$ cat config.mk
export PLATFORM = sky130hd
export DESIGN_NAME = neuron_fork
export DESIGN_NICKNAME = d
export VERILOG_FILES = /design/src/rtl/neuron_fork.sv
export SDC_FILE = /design/constraint.sdc
export NUM_CORES = 1
export LEC_CHECK = 0
export ABC_CLOCK_PERIOD_IN_PS = 2550
export BUFFER_PORTS_ARGS = -buffer_cell sky130_fd_sc_hd__buf_2
export CELL_PAD_IN_SITES_DETAIL_PLACEMENT = 0
export CELL_PAD_IN_SITES_GLOBAL_PLACEMENT = 1
export CORE_UTILIZATION = 38
export CTS_CLUSTER_SIZE = 20
export DETAILED_ROUTE_END_ITERATION = 10
export PLACE_DENSITY_LB_ADDON = 0.2
export SLEW_MARGIN = 0
export SYNTH_ARGS = -nofsm -noshare
export SYNTH_HDL_FRONTEND = slang
export SYNTH_SLANG_ARGS = --single-unit
export TNS_END_PERCENT = 50
$ cat constraint.sdc
create_clock -name iCLK -period 2.55 [get_ports iCLK]
set_clock_uncertainty 0.05 [all_clocks]
set_input_delay 0.255 -clock iCLK [delete_from_list [all_inputs] [get_ports iCLK]]
set_output_delay 0.255 -clock iCLK [all_outputs]
set_load 0.005 [all_outputs]
$ cat src/rtl/neuron_fork.sv
// Activation stage: clipped-ReLU or identity on NC channels, registered once and
// forked to NB consumers, each with its own valid/ready handshake.
module neuron_fork #(
  parameter string       HIDDEN = "yes",
  parameter int unsigned NP     = 4,
  parameter int unsigned NC     = 8,
  parameter int unsigned WF     = 4,
  parameter int unsigned NB     = 2,
  localparam int unsigned WI    = $clog2(NP) + WF,
  localparam int unsigned WN    = (HIDDEN == "yes") ? WF : WI
) (
  input  logic             iCLK,
  input  logic             iRST,
  input  logic             iMode,
  input  logic             iValid_AM_Accum0,
  output logic             oReady_AM_Accum0,
  input  logic [NC*WI-1:0] iData_AM_Accum0,
  output logic [NB-1:0]    oValid_BM_State,
  input  logic [NB-1:0]    iReady_BM_State,
  output logic [NC*WN-1:0] oData_BM_State,
  output logic [NC-1:0]    oMask_BM_State,
  output logic             oMode_BM_State
);

  localparam int SAT = int'(2 ** WF) - 1;

  logic [NC*WN-1:0] act_data;
  logic [NC-1:0]    act_mask;
  logic             accept;

  // Per-channel activation; returns {mask, value}.
  function automatic logic [WN:0] act(input logic [WI-1:0] x);
    int            xi;
    logic [WN-1:0] y;
    logic          m;
    xi = int'($signed(x));
    y  = WN'(xi);
    m  = 1'b1;
    if (HIDDEN == "yes") begin
      if (xi <= 0) begin
        y = '0;
        m = 1'b0;
      end else if (xi > SAT) begin
        y = WN'(SAT);
        m = 1'b0;
      end
    end
    return {m, y};
  endfunction

  always_comb begin
    act_data = '0;
    act_mask = '0;
    for (int i = 0; i < NC; i++) begin
      {act_mask[i], act_data[i*WN +: WN]} = act(iData_AM_Accum0[i*WI +: WI]);
    end
  end

  // Free when every still-pending branch completes this cycle.
  assign oReady_AM_Accum0 = ~|(oValid_BM_State & ~iReady_BM_State);
  assign accept           = iValid_AM_Accum0 & oReady_AM_Accum0;

  // Pending bits double as the per-branch valids; inference serves branch 0 only.
  always_ff @(posedge iCLK or negedge iRST) begin
    if (!iRST) begin
      oValid_BM_State <= '0;
      oData_BM_State  <= '0;
      oMask_BM_State  <= '0;
      oMode_BM_State  <= 1'b0;
    end else if (accept) begin
      oValid_BM_State <= iMode ? {NB{1'b1}} : NB'(1);
      oData_BM_State  <= act_data;
      oMask_BM_State  <= act_mask;
      oMode_BM_State  <= iMode;
    end else begin
      oValid_BM_State <= oValid_BM_State & ~iReady_BM_State;
    end
  end

endmodule

# ---- Word-level counts from Yosys, hierarchy flattened
# Index checks and enable logic that the tools add are counted.
dict set report op_classes {
  multipliers 0
  shift 0
  muxes 34
  reduce_logical 2
  magnitude_cmp 16
  n_addsub 0
  bitwise 3
  div 0
  eq_ne 0
}
# operator n
set op_table {}
lappend op_table {{$mux 4} 16}
lappend op_table {{$gt 6x5->1 const B} 8}
lappend op_table {{$le 6x1->1 const B} 8}
lappend op_table {{$mux 1} 16}
lappend op_table {{$mux 2} 2}
lappend op_table {{$and 2x2->2} 1}
lappend op_table {{$not 2->2} 1}
lappend op_table {{$reduce_or 2->1} 1}
lappend op_table {{$and 1x1->1} 1}
lappend op_table {{$logic_not 1->1} 1}
dict set report totals {
  rom_bits 0
  ramBits 0
  elab_cells 59
  memories 0
  inputBits 54
  latchBits 0
  out_inout_bits 44
  reg_bits 43
}

# ---- Longest topological paths before layout
# Gate-level depths: netlist of the first run.
dict set report logic_depth {
  ltp_word 6
  mapped_depth 4
  mapped_depth_nobuf 3
}

# ---- Worst setup path after synthesis of the first run
# No wires, ideal clock.
dict set report synth_path {
  kind {reg2reg}
  startpoint {reg oValid_BM_State[0]}
  endpoint {reg oData_BM_State[0]}
  slack_ps 1306
  n_path_buf 1
  stages_incl_launch_ff 5
  period_less_slack_ps 1244
  arrival_ps 1069
  setup_time_ps 125
  required_time_ps 2375
  path_cell_list {dfrtp_1 nand2b_2 nand3_4 buf_6 mux2_4}
}
dict set report synth_via {
  elab_chain_cells 4
}
# item line_no
set synth_rtl {}
lappend synth_rtl {{from (decl)} 18} ;# output logic [NB-1:0] oValid_BM_State,
lappend synth_rtl {{from (signal assigned)} 71} ;# oValid_BM_State <= iMode ? {NB{1'b1}} : NB'(1);
lappend synth_rtl {{from (signal assigned)} 76} ;# oValid_BM_State <= oValid_BM_State & ~iReady_BM_State;
lappend synth_rtl {{$and 2x2->2} 60} ;# assign oReady_AM_Accum0 = ~|(oValid_BM_State & ~iReady_BM_State);
lappend synth_rtl {{$reduce_or 2->1} 60}
lappend synth_rtl {{$logic_not 1->1} 60}
lappend synth_rtl {{$and 1x1->1} 61} ;# assign accept = iValid_AM_Accum0 & oReady_AM_Accum0;
lappend synth_rtl {{to (signal assigned)} 72} ;# oData_BM_State <= act_data;
lappend synth_rtl {{to (decl)} 20} ;# output logic [NC*WN-1:0] oData_BM_State,
# Every way passes these cells.
# A chain may end at the register's enable or synchronous reset.

# ---- Final worst setup path of the first run
dict set report layout_path {
  startpoint {reg oValid_BM_State[0]}
  endpoint {reg oData_BM_State[27]}
}
# Same word-level chain as after synthesis.

==> implementation parameters, run 1 <==
Parameter                              Value

Drt
  Vias after detailed routing ... 1623
  Count of antenna-violating nets left after detailed routing ... 0
  Average via count per standard cell ... 4.664
  Drt drc ... 0
  First-pass iteration count of the detailed router ... 4
  Final routed wire length divided by cell count ... 12.43 um
  Violation count after the first detailed-route iteration ... 54
  Final routed wirelength across all metal layers ... 4.325 mm

Global route
  Grt total ovfl ... 0
  Global-route wire length before repair ... 7.410 mm
  Global routing's busiest layer ... met2
  Global Route met1 Usage ... 22.78%
  Global routing met3 resource utilization ... 3.593%
  Initial antenna violation count ... 0
  GR Util All Layers ... 16.02%
  Maximum number of pins on one net before global-route repair ... 44
  Global Route met2 Usage ... 23.51%
  Vias in the first global route ... 1578

Setup path
  Maximum fanout along the worst path ... 26
  Sort of element at the end of the critical path ... flip-flop
  Critical Path AT ... 1.86 ns
  R2r worst-path depth ... 4
  Worst endpoint required time ... 2.68 ns
  Kind of critical path ... reg2reg
  Startpoint Class ... flip-flop

Final layout
  Post-Layout Inst Area ... 2783 um^2
  Commonest non-fill, non-tap cell in the layout ... buf_2
  Number of diodes added for antenna fixing ... 0
  Ratio of cells with drive above 1 in the final layout ... 54.32%
  # nets final ... 331
  Synth-to-layout area growth ... 31.91%
  Leading cell types in the layout, fill and taps excluded ... buf_2 (97), nor2_1 (64), dfrtp_1 (43), mux2_4 (38)

Power and ir drop
  Switching power as a share of total power ... 25.47%
  Clock Power Share ... 27.7%
  Switching component of the power ... 0.0004975 W
  Largest vdd supply drop ... 0.2651 mV
  Proportion of power drawn by combinational gates ... 26.9%
  Internal power ... 0.001456 W
  Power density over cell area ... 702.1 nW/um^2
  Relative contribution of sequential cells to total power ... 45.4%
  Static leakage ... 1.514 nW

Clock tree
  CTS Hold Buffers Added ... 0
  Number of clock sinks ... 43
  Buffer levels on the longest clock path ... 2
  Clock insertion delay at the later pin of the skew report ... 0.28 ns
  Clock Tree Root ... clkbuf_8
  Cts bufs inserted ... 5
  CTS tree ... done
  Worst-path clk slew ... 0.08 ns
  Postcts setup bufs ... 0
  H-tree levels ... 2
  Quantity of gates resized following cts ... 0

Yosys
  Number of warnings reported in the yosys synthesis log ... 0
  Yosys cell types ... 13
  Cell count after synthesis ... 175
  Synth Net Count ... 229
  Number of register bits inferred by synthesis ... 43
  Cell area after synthesis ... 2110 um^2
  Synthesized area per cell ... 12.05 um^2
  Sequential area share after synthesis ... 51.01%

STA
  Fmax achieved ... 578.4 MHz
  Hold slack final ... 0.04983 ns
  Unrepaired setup endpoints after global routing ... false
  Fraction of the cycle the final worst path needs ... 67.80%
  Worst max-slew margin expressed relative to the limit ... 37.95%
  Measured slew at the worst slew-check pin ... 0.9307 ns
  Number of slew-limit violations in the final report ... 0
  Hold Fails Final Rpt ... 0
  Setup violations, final ... 0
  Final critical path time including I/O delays and setup ... 1.729 ns
  Sum of negative setup slack ... 0 ns

Min path
  Class of the worst hold path ... in2async

Floorplanning
  Die X ... 76.51 um
  Die boundary height ... 76.51 um
  Number of cell rows ... 26
  Placeable core region ... 5238 um^2
  Top-level port count ... 98
  Starting utilization of the core area ... 40.28%
  Die area ... 5853 um^2

Outcome
  Outcome ... finished clean

Placement
  Port Buffers ... 97
  Placed inst area ... 2665 um^2
  Placer congestion estimate ... 0.7276
  HPWL reported at the end of detailed placement ... 3.252 mm

Run
  Number of max-capacitance violations reported ... 0
-- sequential cells by signal (all words and copies together) (netlist names) --
name,flops
oMask_BM_State,8
oData_BM_State,32
oValid_BM_State,2
oMode_BM_State,1
-- area by class of cell --
type	count	area, um^2
clock buffer	6	82.58
clock inverter	2	35.03
tap	70	87.58
multi-input combinational	127	984.7
sequential	43	1076
timing repair buffer	99	513.0
fill	478	2455
inverter	1	3.754
-- layer usage --
layer / wire length [um] / share of wire, %
met2: 1880 / 43
met1: 2141 / 50
met4: 52 / 1.2
met3: 251 / 5.8
met5: 0 / 0
-- power groups by stage --
| stage | Sequential (W) | Combinational (W) | Clock, W |
|---|---|---|---|
| 4_1_cts | 0.000889 | 0.000535 | 0.000558 |
| 5_1_grt | 0.000907 | 0.000579 | 0.000578 |
| 3_3_place_gp | 0.000900 | 0.000529 | 0 |
| 6_report | 0.000887 | 0.000526 | 0.000540 |
| 3_5_place_dp | 0.000899 | 0.000534 | 0 |
| 2_1_floorplan | 0.000904 | 0.000283 | 0 |
-- stage by stage --
step                std cells  worst slack, ns  util (%)  total power [W]
finish                    348           0.8210     53.13         0.001954
global route              348           0.6900     53.13         0.002064
CTS                       348           0.7921     53.13         0.001982
detailed placement        340           0.8200     50.88         0.001433
global placement          340           0.8356     50.88         0.001429
floorplan                 175            1.306         -         0.001187
-- kinds of logic (layout without fill, tap and decap cells) --
| kind of cell | count (synthesis) | in the layout | share of synthesized area, % |
|---|---|---|---|
| AO/OA/AOI/OAI | 1 | 1 | 0.2370 |
| buffers and inverters | 5 | 108 | 2.313 |
| flip-flops | 43 | 43 | 51.01 |
| multiplexers | 41 | 41 | 28.65 |
| AND/OR/NAND/NOR | 85 | 85 | 17.79 |
-- cell usage after synthesis (all sizes together) --
library cell,n,area (um^2)
nor2,64,240.2
nand2,1,3.750
dfrtp,43,1076
inv,1,3.750
o21ai,1,5.000
mux2,41,604.3
nor3,8,40.04
nand2b,2,17.52
and2,1,6.260
buf,4,45.04
nor4,8,50.05
nand3,1,17.52
-- path summary, 6_finish.rpt --
kind	slack, ns	endpoint	start
min in group iCLK	0.16	oMode_BM_State$_DFFE_PN0P_	iMode
hold reg to reg	0.46	oMask_BM_State[7]$_DFFE_PN0P_	oMask_BM_State[7]$_DFFE_PN0P_
max in group asynchronous	1.81	oData_BM_State[22]$_DFFE_PN0P_	iRST
hold / removal	0.05	oData_BM_State[4]$_DFFE_PN0P_	iRST
setup reg to reg	0.82	oData_BM_State[27]$_DFFE_PN0P_	oValid_BM_State[0]$_DFF_PN0_
setup / recovery	0.82	oData_BM_State[27]$_DFFE_PN0P_	oValid_BM_State[0]$_DFF_PN0_
-- critical path: stages, from the launching register on --
cell and delay, ns:
dfrtp_1 0.39, nand2b_2 0.11, nand3_4 0.40, buf_4 0.35, mux2_4 0.30
No activity file was read; power rests on OpenSTA's default activity.
==> run 2: changes to the inputs <==
- ABC_CLOCK_PERIOD_IN_PS: 2550 -> 1760
- CORE_UTILIZATION: 38 -> 35
- clock period: 2.55 -> 1.76 ns (I/O delays scaled with it)
==> run 2 against run 1 <==
Compared with the run above:
- design area up 1.4%
- clock-buffer cell count unchanged
- flip-flop and latch count unchanged
- via count up 0.31%
- sequential share of layout area down 0.55 points
- die area up 8.3%
- clock power up 46%
- final cell count up 1.4%
- critical path type unchanged
==> implementation parameters, run 2 (same netlist as run 1, synthesis figures left out) <==
Parameter                              Value

STA
  Sum of negative setup slack ... 0 ns
  Unrepaired setup endpoints after global routing ... false
  Measured slew at the worst slew-check pin ... 0.4146 ns
  Number of slew-limit violations in the final report ... 0
  Final critical path time including I/O delays and setup ... 1.321 ns
  Fmax achieved ... 757.2 MHz
  Fraction of the cycle the final worst path needs ... 75.04%
  Worst max-slew margin expressed relative to the limit ... 72.36%
  Hold Fails Final Rpt ... 0
  Hold slack final ... 0.08952 ns
  Setup violations, final ... 0

Floorplanning
  Die boundary height ... 79.64 um
  Number of cell rows ... 27
  Die X ... 79.64 um
  Top-level port count ... 98
  Placeable core region ... 5642 um^2
  Die area ... 6342 um^2
  Starting utilization of the core area ... 37.39%

Final layout
  Number of diodes added for antenna fixing ... 0
  Post-layout util ... 50.03%
  Filler cell count ... 520
  # nets final ... 334
  Commonest non-fill, non-tap cell in the layout ... buf_2
  Leading cell types in the layout, fill and taps excluded ... buf_2 (97), nor2_1 (64), dfrtp_1 (43), mux2_4 (38)
  Regs by FF count ... oData_BM_State: 32 flops, oMask_BM_State: 8 flops, oValid_BM_State: 2 flops
  Top reg by flops ... oData_BM_State
  Number of flip-flops under the largest register name ... 32
  Synth-to-layout area growth ... 33.81%
  Ratio of cells with drive above 1 in the final layout ... 54.45%

Power and ir drop
  Overall power after layout ... 0.002847 W
  Static leakage ... 1.533 nW
  Power density over cell area ... 1009 nW/um^2
  Largest vdd supply drop ... 0.3569 mV

Clock tree
  H-tree levels ... 2
  Clock Tree Root ... clkbuf_8
  Quantity of gates resized following cts ... 0
  Worst-path clk slew ... 0.08 ns
  Clock insertion delay at the later pin of the skew report ... 0.29 ns
  Cts bufs inserted ... 5
  CTS tree ... done
  Number of clock sinks ... 43
  Buffer levels on the longest clock path ... 2

Drt
  Highest routing layer actually used ... met4
  Drt drc ... 0
  Vias after detailed routing ... 1628
  Count of antenna-violating nets left after detailed routing ... 0
  Routed wl met2 ... 2.022 mm
  Total met3 wirelength after detailed routing ... 268 um
  Average via count per standard cell ... 4.612
  First-pass iteration count of the detailed router ... 3
  Final routed wire length divided by cell count ... 12.80 um
  Metal-1 WL ... 2.171 mm
  Violation count after the first detailed-route iteration ... 51
  Final routed wirelength across all metal layers ... 4.518 mm

Setup path
  Maximum fanout along the worst path ... 19
  Critical Path AT ... 1.45 ns
  Sort of element at the end of the critical path ... flip-flop
  Startpoint Class ... flip-flop
  Worst endpoint required time ... 1.89 ns
  Kind of critical path ... reg2reg

Global route
  Vias in the first global route ... 1581
  Global-route wire length before repair ... 7.369 mm
  GR Util All Layers ... 15.13%
  Grt total ovfl ... 0
  Maximum number of pins on one net before global-route repair ... 23
  Initial antenna violation count ... 0

Placement
  Port Buffers ... 97
  HPWL reported at the end of detailed placement ... 3.568 mm
  Placer congestion estimate ... 0.7880

Run
  Number of max-capacitance violations reported ... 0

Min path
  Class of the worst hold path ... in2reg

Outcome
  Outcome ... finished clean
run 2: changes by cell type in the layout (fill, tap and decap cells not counted):
cell	delta
buf_12	+1
buf_4	+1
dlygate4sd3_1	+1
run 2: where the power goes:
| group | internal [W] | switching (W) |
|---|---|---|
| clock network | 0.000459 | 0.000328 |
| registers | 0.00118 | 0.000110 |
| logic | 0.000482 | 0.000291 |
| total | 0.00212 | 0.000729 |
run 2: layout make-up:
cell class	instances	area (um^2)	share of cell area, %
Sequential cell	43	1076	38.12
Inverter	1	3.754	0.1330
Tap cell	72	90.09	3.191
Clock buffer	6	82.58	2.926
Timing Repair Buffer	102	550.5	19.50
Clock inverter	2	35.03	1.241
Multi-Input combinational cell	127	984.7	34.88
run 2: routing by layer:
metal	up-vias	GRT usage [%]
met3	6	3.771
met5	-	0
li1	804	-
met4	0	4.909
met2	54	22.99
met1	764	20.96
run 2: worst max-delay path, cell delays in order (launching register included):
cell      delay, ns
dfrtp_1        0.38
nand2b_2       0.10
nand3_4        0.13
buf_12         0.20
mux2_2         0.35
run 2: path summary, 6_finish.rpt:
| kind | end | depth (start not counted) | slack (ns) | startpoint |
|---|---|---|---|---|
| worst max-delay path | oData_BM_State[31]$_DFFE_PN0P_ | 4 | 0.44 | oValid_BM_State[0]$_DFF_PN0_ |
| worst min-delay path | oMode_BM_State$_DFFE_PN0P_ | 2 | 0.09 | iMode |
| worst max register to register | oData_BM_State[31]$_DFFE_PN0P_ | 4 | 0.44 | oValid_BM_State[0]$_DFF_PN0_ |
| worst min register to register | oData_BM_State[31]$_DFFE_PN0P_ | 1 | 0.45 | oData_BM_State[31]$_DFFE_PN0P_ |
| max in group asynchronous | oData_BM_State[4]$_DFFE_PN0P_ | 3 | 0.80 | iRST |
| min in group asynchronous | oData_BM_State[2]$_DFFE_PN0P_ | 2 | 0.30 | iRST |
run 2: through the flow:
| stage | instances | worst slack, ns | area, um^2 |
|---|---|---|---|
| detailed placement | 344 | 0.4320 | 2695 |
| CTS | 353 | 0.4305 | 2823 |
| global route | 353 | 0.3758 | 2823 |
| floorplan | 175 | 0.5162 | 2110 |
| finish | 353 | 0.4393 | 2823 |
| global placement | 344 | 0.4526 | 2695 |
run 2: timing repair:
item / in CTS / in global routing
endpoints found under the hold margin: 17 / 0
setup buffers: 0 / 0
hold buffers: 1 / 0
